$ cat src/rtl/pipeline_control_pkg.sv
// Shared types for the pipeline stall/flush sequencer: buffer merge selects and
// the sequencer state encoding.
package buffer_load_mux;
    typedef enum logic [2:0] {
        use_old      = 3'd0,
        load_ifid    = 3'd1,
        load_idex    = 3'd2,
        load_exmem   = 3'd3,
        load_memwb   = 3'd4,
        load_invalid = 3'd5
    } buffer_sel_t;
endpackage

package pipe_ctrl_types;
    typedef enum logic {
        RUN     = 1'b0,
        DISCARD = 1'b1
    } pipe_ctrl_state_t;
endpackage

$ cat src/rtl/pipeline_control_hazard_detect.sv
// Load-use comparator: the ID/EX load writes a register the IF/ID packet reads.
module hazard_detect (
    input  logic       idex_is_load,
    input  logic [4:0] idex_rd,
    input  logic [4:0] ifid_rs1,
    input  logic [4:0] ifid_rs2,
    input  logic       ifid_uses_rs1,
    input  logic       ifid_uses_rs2,
    output logic       load_use
);
    logic rs1_hit;
    logic rs2_hit;

    assign rs1_hit  = ifid_uses_rs1 && (ifid_rs1 == idex_rd);
    assign rs2_hit  = ifid_uses_rs2 && (ifid_rs2 == idex_rd);
    // x0 is never a real destination, so it can never create a dependency.
    assign load_use = idex_is_load && (idex_rd != 5'd0) && (rs1_hit || rs2_hit);
endmodule

$ cat src/rtl/pipeline_control.sv
// Stall/flush sequencer for the five-stage pipeline buffers and PC.
// Optional PIPE_CTRL_PERF_EN adds stall_cycles / flush_count counters.
//   state   | meaning
//   RUN     | normal operation, events resolved by priority
//   DISCARD | redirected; waiting to drop one stale wrong-path fetch response
module pipeline_control
    import buffer_load_mux::*;
    import pipe_ctrl_types::*;
(
    input  logic        clk,
    input  logic        rst,
    input  logic        imem_resp,
    input  logic        imem_pending,
    input  logic        dmem_stall,
    input  logic        ex_valid,
    input  logic        ex_mispredict,
    input  logic        idex_is_load,
    input  logic [4:0]  idex_rd,
    input  logic [4:0]  ifid_rs1,
    input  logic [4:0]  ifid_rs2,
    input  logic        ifid_uses_rs1,
    input  logic        ifid_uses_rs2,
    output logic        ifid_load,
    output logic        idex_load,
    output logic        exmem_load,
    output logic        memwb_load,
    output buffer_sel_t ifid_sel,
    output buffer_sel_t idex_sel,
    output buffer_sel_t exmem_sel,
    output buffer_sel_t memwb_sel,
    output logic        pc_load,
    output logic        pc_redirect
`ifdef PIPE_CTRL_PERF_EN
    ,
    output logic [31:0] stall_cycles,
    output logic [31:0] flush_count
`endif
);
    pipe_ctrl_state_t state;
    pipe_ctrl_state_t state_next;
    logic             load_use;

    hazard_detect u_hazard_detect (
        .idex_is_load  (idex_is_load),
        .idex_rd       (idex_rd),
        .ifid_rs1      (ifid_rs1),
        .ifid_rs2      (ifid_rs2),
        .ifid_uses_rs1 (ifid_uses_rs1),
        .ifid_uses_rs2 (ifid_uses_rs2),
        .load_use      (load_use)
    );

    always_ff @(posedge clk) begin
        if (rst) state <= RUN;
        else     state <= state_next;
    end

    always_comb begin
        ifid_load   = 1'b1;
        idex_load   = 1'b1;
        exmem_load  = 1'b1;
        memwb_load  = 1'b1;
        ifid_sel    = load_ifid;
        idex_sel    = load_idex;
        exmem_sel   = load_exmem;
        memwb_sel   = load_memwb;
        pc_load     = imem_resp;
        pc_redirect = 1'b0;
        state_next  = state;

        if (rst) begin
            ifid_load  = 1'b0;
            idex_load  = 1'b0;
            exmem_load = 1'b0;
            memwb_load = 1'b0;
            ifid_sel   = use_old;
            idex_sel   = use_old;
            exmem_sel  = use_old;
            memwb_sel  = use_old;
            pc_load    = 1'b0;
            state_next = RUN;
        end else if (state == DISCARD) begin
            ifid_sel = load_invalid;
            pc_load  = 1'b0;
            if (dmem_stall) begin
                ifid_load  = 1'b0;
                idex_load  = 1'b0;
                exmem_load = 1'b0;
                memwb_load = 1'b0;
                idex_sel   = use_old;
                exmem_sel  = use_old;
                memwb_sel  = use_old;
            end
            // The stale response is consumed even while the data side is frozen.
            if (imem_resp) state_next = RUN;
        end else if (dmem_stall) begin
            ifid_load  = 1'b0;
            idex_load  = 1'b0;
            exmem_load = 1'b0;
            memwb_load = 1'b0;
            ifid_sel   = use_old;
            idex_sel   = use_old;
            exmem_sel  = use_old;
            memwb_sel  = use_old;
            pc_load    = 1'b0;
        end else if (ex_valid && ex_mispredict) begin
            ifid_sel    = load_invalid;
            idex_sel    = load_invalid;
            pc_load     = 1'b1;
            pc_redirect = 1'b1;
            if (imem_pending) state_next = DISCARD;
        end else if (load_use) begin
            ifid_load = 1'b0;
            ifid_sel  = use_old;
            idex_sel  = load_invalid;
            pc_load   = 1'b0;
        end else if (!imem_resp) begin
            ifid_sel = load_invalid;
            pc_load  = 1'b0;
        end
    end

`ifdef PIPE_CTRL_PERF_EN
    logic flush_honored;

    assign flush_honored = (state == RUN) && !dmem_stall && ex_valid && ex_mispredict;

    always_ff @(posedge clk) begin
        if (rst) begin
            stall_cycles <= 32'd0;
            flush_count  <= 32'd0;
        end else begin
            if (dmem_stall || load_use) stall_cycles <= stall_cycles + 32'd1;
            if (flush_honored)          flush_count  <= flush_count + 32'd1;
        end
    end
`endif
endmodule

$ cat config.mk
export PLATFORM = sky130hd
export DESIGN_NAME = pipeline_control
export DESIGN_NICKNAME = d
export VERILOG_FILES = /design/src/rtl/pipeline_control_pkg.sv /design/src/rtl/pipeline_control_hazard_detect.sv /design/src/rtl/pipeline_control.sv
export SDC_FILE = /design/constraint.sdc
export NUM_CORES = 1
export LEC_CHECK = 0
export ABC_AREA = 0
export CAP_MARGIN = 20
export CORE_MARGIN = 2
export CORE_UTILIZATION = 23
export CTS_CLUSTER_DIAMETER = 80
export DETAILED_ROUTE_END_ITERATION = 6
export GPL_TIMING_DRIVEN = 0
export PLACE_DENSITY_LB_ADDON = 0.3
export SLEW_MARGIN = 30
export SYNTH_ARGS = -nofsm -noshare
export SYNTH_HDL_FRONTEND = slang
export SYNTH_SLANG_ARGS = --single-unit
$ cat constraint.sdc
create_clock -name clk -period 2 [get_ports clk]
set_input_delay 0.4 -clock clk [delete_from_list [all_inputs] [get_ports clk]]
set_output_delay 0.4 -clock clk [all_outputs]
set_load 0.01 [all_outputs]
==> impl_metrics.tcl, run 1 <==
set metrics [dict create \
    worst_path_dominant_cell_family "simple AND/OR/NAND/NOR gates" \
    insertion_delay_ns 0 \
    synth_edf_count 0 \
    synth.yosys.warnings 0 \
    antennaDiodeCount 0 \
    antenna_violating_nets_post_route 0 \
    final_max_slew_viol_count 0 \
    critical_path.cell_chain "buf_8, or4_4, o21a_1, and3_4, a21o_1, buf_6, buf_6" \
    reg2reg_setup_slack_ns 0.98 \
    row_count 14 \
    worstHoldStart "state" \
    dp.cells 105 \
    endpoint_of_the_worst_register_to_register_path "state" \
    syn_inst 48 \
    yosysUniqueCellTypes 25 \
    synthDominantCellAreaShare 0.248 \
    path_common_cell "sky130_fd_sc_hd__buf_6" \
    critPathMaxFanout 3 \
    power.density_cell_area_nw_per_um2 218 \
    antenna_found_initial 0 \
    synth_top_flop_cell "sky130_fd_sc_hd__dfxtp_1" \
    timing.rr.start "state" \
    final_cells 110 \
    setup.worst_path.class "in2out" \
    worstHoldEndpoint "state" \
    post-synth-top-area-cell "sky130_fd_sc_hd__xnor2_1" \
    globalRouteOverflowTotal 0 \
    gpl.final_weighted_congestion 0.736 \
    fillerInstances 151 \
    chipWidth_um 43.2 \
    vias_per_cell 4.33 \
    max_stage_delay_ns 0.51 \
    failed_checks "negative setup slack" \
    rsz0062_at_grt "yes" \
    least_setup_slack_across_all_paths_after_layout_ns -0.170 \
    timing.critical_path.to_type "output pin" \
    floorplan.initialDensity 0.240 \
    largest_register "state" \
    timing.critical_path.arrival_ns 1.77 \
    finalSetupViolations 7 \
    outcome "complete, but fails checks" \
    synthesis.area_per_instance_um2 7.35 \
    synth_area_um2 353 \
    period_share 1.08 \
    synth.top_cells.by_area "sky130_fd_sc_hd__xnor2_1 25%, sky130_fd_sc_hd__buf_4 21%, sky130_fd_sc_hd__dfxtp_1 5.7%" \
    detail_route.iter0.violations 8 \
    placement.io_buffers 38 \
    dieArea_um2 1860 \
    max_clock_freq_mhz 461 \
    drt-wirelength-per-cell_um 10.4 \
    grt_pass1_wl_mm 1.89 \
    vdd.ir_drop.worst_uv 125 \
    drcViolationCount 0 \
    timing.final.hold_violations 0 \
    drt_first_pass_iters 4 \
    overall_fraction_of_global_route_tracks_in_use 0.127 \
    worst_clock_skew_ns 0 \
    worstHoldPathCells 2 \
    ys_async_sr_fraction 0 \
    areaGrowthSynthToFinish_pct 126 \
    maximum_number_of_pins_on_one_net_before_global_route_repair 7 \
    num_vias 476 \
    worst_hold_path_type "reg2reg" \
    cp_data_required_time_ns 1.60 \
    layout_min_cycle_time_ns 2.17 \
    nNetsFinal 121 \
    coreArea_um2 1470 \
    dieHeight_um 43.2 \
    synth_common_cells "10 x sky130_fd_sc_hd__buf_4, 10 x sky130_fd_sc_hd__xnor2_1, 4 x sky130_fd_sc_hd__nand2_1" \
    worst_path_max_delay_cell "sky130_fd_sc_hd__or4_4" \
    worst_r2r_path_depth 4 \
    synth-seq-cells 1 \
    reg.largest.list "state (1)" \
    layout_cells_sized_above_1 0.394 \
    p_total_uw 174 \
    maxCapViolations 0 \
    max_ffs_per_register 1 \
    synth_seq_area_share 0.0567 \
    detail_route.wirelength_mm 1.14 \
    path_clk_slew_ns 0 \
    ios 43 \
    worstPathBufferInverterCount 3 \
    p_leak_uw 0.000354 \
    critical_path.startpoint_type "input pin" \
    first_global_vias 446 \
]
[power breakdown]
group          internal (uW)  switching, uW  leakage [uW]
Combinational           92.4           59.9      0.000346
Sequential              20.9          0.701    0.00000811
Clock                      0              0             0
Total                    113           60.6      0.000354
[through the flow]
step	setup WS (ns)	TNS (ns)	cell area (um2)	util	hold slack [ns]
2_1_floorplan	-0.0335	-0.0335	372	-	0.492
3_3_place_gp	-1.02	-9.65	772	0.525	0.616
3_5_place_dp	-1.02	-9.69	772	0.525	0.615
4_1_cts	-0.176	-0.613	806	0.548	0.654
5_1_grt	-0.199	-0.886	798	0.543	0.689
6_report	-0.170	-0.592	798	0.543	0.655
[metal layers]
metal / global-route usage / up-vias / share of wire
li1: - / 252 / -
met1: 0.165 / 205 / 0.39
met2: 0.233 / 17 / 0.54
met3: 0.00426 / 2 / 0.053
met4: 0.0182 / 0 / 0.017
met5: 0 / - / 0
[layout by cell type, fill, tap and decap left out]
cell,synthesis,final
sky130_fd_sc_hd__a21boi_1,0,1
sky130_fd_sc_hd__buf_4,10,13
sky130_fd_sc_hd__nor2_2,0,1
sky130_fd_sc_hd__inv_1,1,1
sky130_fd_sc_hd__nand2_2,0,1
sky130_fd_sc_hd__nand2_1,4,3
sky130_fd_sc_hd__nand3_1,1,1
sky130_fd_sc_hd__buf_2,0,8
sky130_fd_sc_hd__o31ai_1,1,1
sky130_fd_sc_hd__dlygate4sd2_1,0,9
sky130_fd_sc_hd__and3_4,1,2
sky130_fd_sc_hd__a311o_1,1,1
sky130_fd_sc_hd__clkbuf_2,0,2
sky130_fd_sc_hd__nor4_4,0,1
sky130_fd_sc_hd__o21a_1,1,1
sky130_fd_sc_hd__clkdlybuf4s50_1,0,15
sky130_fd_sc_hd__or4_4,0,1
sky130_fd_sc_hd__conb_1,1,4
sky130_fd_sc_hd__clkdlybuf4s15_2,0,1
sky130_fd_sc_hd__a21oi_1,1,1
sky130_fd_sc_hd__dfxtp_1,1,1
sky130_fd_sc_hd__xnor2_1,10,10
sky130_fd_sc_hd__o22ai_4,0,1
sky130_fd_sc_hd__buf_8,0,1
sky130_fd_sc_hd__nand2b_1,1,1
sky130_fd_sc_hd__a31oi_1,2,2
sky130_fd_sc_hd__nor2_4,0,1
sky130_fd_sc_hd__a21o_1,1,1
sky130_fd_sc_hd__a211oi_2,1,1
sky130_fd_sc_hd__nor2b_1,1,1
sky130_fd_sc_hd__nand4_1,2,2
sky130_fd_sc_hd__o21ai_0,1,1
sky130_fd_sc_hd__buf_6,0,3
[cell type report]
type                       instances  area, um2  share of cell area
multi-input combinational         40        318               0.398
buffer                            10       78.8              0.0987
inverter                           1       3.75             0.00470
timing repair buffer              42        358               0.448
sequential                         1       20.0              0.0251
tap                               16       20.0              0.0251
[kinds of logic after synthesis]
| logic type | synth area share |
|---|---|
| AND/OR/NAND/NOR | 0.231 |
| other | 0.0106 |
| buffers and inverters | 0.223 |
| XOR/XNOR | 0.248 |
| AO/OA/AOI/OAI | 0.231 |
| flip-flops | 0.0567 |
[worst max path at each step]
stage               depth (start not counted)          end       start
global placement                            6  ifid_sel[0]  idex_rd[1]
finish                                      7  idex_sel[2]  idex_rd[4]
detailed placement                          6  ifid_sel[0]  idex_rd[1]
global route                                7  idex_sel[2]  idex_rd[4]
CTS                                         7  idex_sel[2]  idex_rd[4]
floorplan                                   5  idex_sel[2]  idex_rd[1]
[worst min-delay path, stage by stage, from the launching register on]
cell                      delay [ns]
sky130_fd_sc_hd__dfxtp_1        0.33
sky130_fd_sc_hd__inv_1          0.16
sky130_fd_sc_hd__o31ai_1        0.10
[repair_timing]
item                       4_1_cts  5_1_grt
pin swaps                       19        2
gates cloned                     1        0
setup endpoints to repair       14       14
resized for setup               72        4
hold buffers                     0        0
buffers inserted                 4        0
Power figures use the tool's default switching activity.
==> run 2, diff against run 1 <==
CORE_MARGIN = 4   (was 2)
PLACE_DENSITY = 0.75   (was unset)
PLACE_DENSITY_LB_ADDON = unset   (was 0.3)
SKIP_LAST_GASP = 1   (was unset)
==> run 2 against run 1 <==
Compared with the run above:
- the flow still finishes with violations (negative setup slack)
- critical endpoint unchanged
- setup slack worse by 0.023 ns
- global-route usage is 0.23 points lower
- first-iteration DRC count down 88%
- maximum frequency is 1.1% lower
- via count rose by 2.9%
- combinational power up 9%
- final area rose by 8.6%
- final cell count grew 0.91%
==> impl_metrics.tcl, run 2 (same netlist as run 1, synthesis figures left out) <==
set metrics [dict create \
    finish.utilization 0.635 \
    gpl.final_weighted_congestion 0.705 \
    drt-wirelength-per-cell_um 12.9 \
    vias_per_cell 4.41 \
    antenna_found_initial 0 \
    drcViolationCount 0 \
    vdd.ir_drop.worst_uv 151 \
    pre_cts_ws_ns -1.03 \
    maxCapViolations 0 \
    layout_cells_sized_above_1 0.406 \
    critical_path.startpoint_type "input pin" \
    first_global_vias 489 \
    floorplan.initialDensity 0.258 \
    path_common_cell "sky130_fd_sc_hd__buf_6" \
    cp_data_required_time_ns 1.60 \
    row_count 13 \
    globalRouteOverflowTotal 0 \
    dieHeight_um 47.2 \
    detail_route.iter0.violations 1 \
    layout_min_cycle_time_ns 2.19 \
    p_leak_uw 0.000445 \
    detail_route.wirelength_mm 1.43 \
    dieArea_um2 2220 \
    worst_r2r_path_depth 3 \
    power.density_cell_area_nw_per_um2 216 \
    timing.critical_path.to_type "output pin" \
    worst_clock_skew_ns 0 \
    rsz0062_at_grt "yes" \
    timing.critical_path.arrival_ns 1.79 \
    maximum_number_of_pins_on_one_net_before_global_route_repair 7 \
    worst_path_dominant_cell_family "simple AND/OR/NAND/NOR gates" \
    timing.final.hold_violations 0 \
    crit_path_start "idex_rd[1]" \
    max_ffs_per_register 1 \
    worst_hold_path_type "reg2reg" \
    chipWidth_um 47.2 \
    insertion_delay_ns 0 \
    drt_first_pass_iters 4 \
    cts_hold_buf 0 \
    layout_commonest_cell "sky130_fd_sc_hd__buf_4" \
    finalSetupViolations 7 \
    outcome "complete, but fails checks" \
    ios 43 \
    antenna_violating_nets_post_route 0 \
    grt_pass1_wl_mm 2.06 \
    fillerInstances 125 \
    whs_ns 0.669 \
    largest_register "state" \
    max_clock_freq_mhz 456 \
    cp.depth 7 \
    reg.largest.list "state (1)" \
    critPathCapture "idex_sel[2]" \
    least_setup_slack_across_all_paths_after_layout_ns -0.193 \
    critical_path.cell_chain "buf_8, or4_1, o21a_1, and3_4, a21o_1, buf_6, buf_6" \
    layout_common_cells "13 x sky130_fd_sc_hd__buf_4, 12 x sky130_fd_sc_hd__clkdlybuf4s50_1, 10 x sky130_fd_sc_hd__xnor2_1" \
    areaGrowthSynthToFinish_pct 146 \
    antennaDiodeCount 0 \
    max_stage_delay_ns 0.51 \
    reg2reg_setup_slack_ns 1.09 \
    period_share 1.10 \
    num_vias 490 \
    coreArea_um2 1370 \
    path_clk_slew_ns 0 \
    setup.worst_path.class "in2out" \
    critPathMaxFanout 3 \
    endpoint_of_the_worst_register_to_register_path "state" \
    worstPathBufferInverterCount 3 \
    final_max_slew_viol_count 0 \
    placement.cell_area_um2 771 \
    failed_checks "negative setup slack" \
    nNetsFinal 123 \
    post-route-cell-area_um2 867 \
    worst_path_max_delay_cell "sky130_fd_sc_hd__or4_1" \
    timing.rr.start "state" \
    overall_fraction_of_global_route_tracks_in_use 0.125 \
    placement.io_buffers 38 \
]
-- run 2: through the flow --
| step | setup TNS (ns) | std cells | total power, uW |
|---|---|---|---|
| after CTS | -0.803 | 110 | 185 |
| after global routing | -1.22 | 111 | 201 |
| final | -0.897 | 111 | 188 |
| after global placement | -9.63 | 104 | 173 |
| after floorplan | -0.0335 | 51 | 88.0 |
| after detailed placement | -9.68 | 104 | 175 |
-- run 2: power breakdown --
group	leakage (uW)	total (uW)	internal [uW]	switching, uW
logic	0.000437	166	101	64.5
registers	0.00000811	21.7	20.9	0.777
clock network	0	0	0	0
total	0.000445	188	122	65.2
-- run 2: layout make-up --
type / instances / area (um2) / share of cell area
inverter: 1 / 3.75 / 0.00433
tap: 15 / 18.8 / 0.0216
sequential: 1 / 20.0 / 0.0231
timing repair buffer: 45 / 427 / 0.492
buffer: 10 / 78.8 / 0.0909
multi-input combinational: 39 / 319 / 0.368
-- run 2: worst min path at each step --
stage | depth (start not counted) | to | slack, ns | from
2_1_floorplan | 1 | state | 0.49 | rst
3_3_place_gp | 2 | state | 0.61 | state
3_5_place_dp | 2 | state | 0.61 | state
4_1_cts | 2 | state | 0.64 | state
5_1_grt | 3 | state | 0.71 | state
6_report | 2 | state | 0.67 | state
-- run 2: per-layer routing --
| metal | track usage | vias up | routed length (um) |
|---|---|---|---|
| met5 | 0 | - | 0 |
| met4 | 0.0166 | 0 | 21 |
| met3 | 0.00383 | 2 | 89 |
| met2 | 0.279 | 22 | 831 |
| met1 | 0.122 | 210 | 489 |
| li1 | - | 256 | - |
-- run 2: tightest hold or removal path, cell delays in order (launching register included) --
cell and delay (ns):
sky130_fd_sc_hd__dfxtp_1 0.33, sky130_fd_sc_hd__inv_1 0.17, sky130_fd_sc_hd__o31ai_1 0.10
-- run 2: repair_timing --
action / in CTS / in global routing
endpoints found under the setup margin: 14 / 11
resized for setup: 68 / 11
pin swaps: 15 / 8
setup buffers: 6 / 1
==> run 3, diff against run 2 <==
CORE_MARGIN = 2   (was 4)
SLEW_MARGIN = 25   (was 30)
==> run 3 against run 2 <==
Compared with the run above:
- the flow still finishes with violations (negative setup slack)
- critical path type unchanged
- highest routed layer unchanged
- register-to-register slack better by 0.02 ns
- largest cell class unchanged
- flip-flop and latch count unchanged
- sequential power about the same
- core utilization is 7.8 points lower
==> impl_metrics.tcl, run 3 (same netlist as run 1, synthesis figures left out) <==
set metrics [dict create \
    largest_register "state" \
    insertion_delay_ns 0 \
    layout_commonest_cell "sky130_fd_sc_hd__clkdlybuf4s50_1" \
    antenna_found_initial 0 \
    finalSetupViolations 7 \
    setup.worst_path.class "in2out" \
    least_setup_slack_across_all_paths_after_layout_ns -0.182 \
    floorplan.initialDensity 0.240 \
    coreArea_um2 1470 \
    p_leak_uw 0.000384 \
    vias_per_cell 4.54 \
    final_max_slew_viol_count 0 \
    p_total_uw 181 \
    detailed_place_hpwl_um 985 \
    detail_route.wirelength_mm 1.32 \
    timing.critical_path.arrival_ns 1.78 \
    vdd.ir_drop.worst_uv 137 \
    outcome "complete, but fails checks" \
    pre_cts_ws_ns -1.07 \
    failed_checks "negative setup slack" \
    max_clock_freq_mhz 458 \
    dieArea_um2 1860 \
    timing.final.hold_violations 0 \
    placement.io_buffers 38 \
    first_global_vias 454 \
    reg.largest.list "state (1)" \
    worst_hold_path_type "reg2reg" \
    critPathMaxFanout 3 \
    maximum_number_of_pins_on_one_net_before_global_route_repair 7 \
    nNetsFinal 121 \
    layout_min_cycle_time_ns 2.18 \
    cp_data_required_time_ns 1.60 \
    areaGrowthSynthToFinish_pct 132 \
    layout_cells_sized_above_1 0.383 \
    final.setup.tns_ns -0.793 \
    chipWidth_um 43.2 \
    row_count 14 \
    detail_route.iter0.violations 2 \
    globalRouteOverflowTotal 0 \
    layout_common_cells "15 x sky130_fd_sc_hd__clkdlybuf4s50_1, 11 x sky130_fd_sc_hd__buf_4, 10 x sky130_fd_sc_hd__xnor2_1" \
    gpl.final_weighted_congestion 0.729 \
    drcViolationCount 0 \
    drt_first_pass_iters 4 \
    worst_clock_skew_ns 0 \
    antenna_violating_nets_post_route 0 \
    maxCapViolations 0 \
    whs_ns 0.651 \
    drt-wirelength-per-cell_um 12.0 \
    critical_path.startpoint_type "input pin" \
    finish.utilization 0.557 \
    antennaDiodeCount 0 \
    grt_pass1_wl_mm 1.97 \
    cts_hold_buf 0 \
    overall_fraction_of_global_route_tracks_in_use 0.135 \
    period_share 1.09 \
    dieHeight_um 43.2 \
    path_clk_slew_ns 0 \
    rsz0062_at_grt "yes" \
    timing.critical_path.to_type "output pin" \
    num_vias 499 \
    max_ffs_per_register 1 \
    ios 43 \
    power.density_cell_area_nw_per_um2 221 \
]
-- run 3: layer usage --
layer / global-route usage / up-vias / share of wire
met5: 0 / - / 0
met4: 0.0182 / 0 / 0.012
met3: 0.0128 / 2 / 0.067
met2: 0.287 / 25 / 0.54
met1: 0.137 / 219 / 0.37
li1: - / 253 / -
-- run 3: final cells by class --
class / count / area, um2
timing repair buffer: 42 / 374
sequential: 1 / 20.0
fill: 160 / 652
inverter: 1 / 3.75
tap: 16 / 20.0
buffer: 10 / 78.8
multi-input combinational: 40 / 323
-- run 3: worst paths after layout --
check	startpoint	slack [ns]	to	cells past startpoint
worst max-delay path	idex_rd[4]	-0.18	idex_sel[2]	7
worst min-delay path	state	0.65	state	3
worst max register to register	state	1.11	state	3
worst min register to register	state	0.65	state	3
-- run 3: report_power, final --
part / switching, uW / internal [uW] / leakage [uW]
Clock: 0 / 0 / 0
Combinational: 63.5 / 96.0 / 0.000376
Sequential: 0.690 / 20.9 / 0.00000811
-- run 3: repair_timing --
action / in CTS / in global routing
cloned: 1 / 0
setup endpoints to repair: 14 / 13
resized for setup: 66 / 10
buffers inserted: 3 / 1
pin swaps: 13 / 2
-- run 3: worst max-delay path: stages --
cell and delay (ns):
sky130_fd_sc_hd__buf_8 0.09, sky130_fd_sc_hd__or4_4 0.52, sky130_fd_sc_hd__o21a_4 0.22, sky130_fd_sc_hd__and3_4 0.16, sky130_fd_sc_hd__a21o_1 0.17, sky130_fd_sc_hd__buf_6 0.11
sky130_fd_sc_hd__buf_6 0.10
-- run 3: per-stage QoR --
step | std cells | instance area (um2)
final | 110 | 820
after global routing | 110 | 820
after CTS | 109 | 797
after detailed placement | 105 | 772
after global placement | 105 | 772
after floorplan | 51 | 372
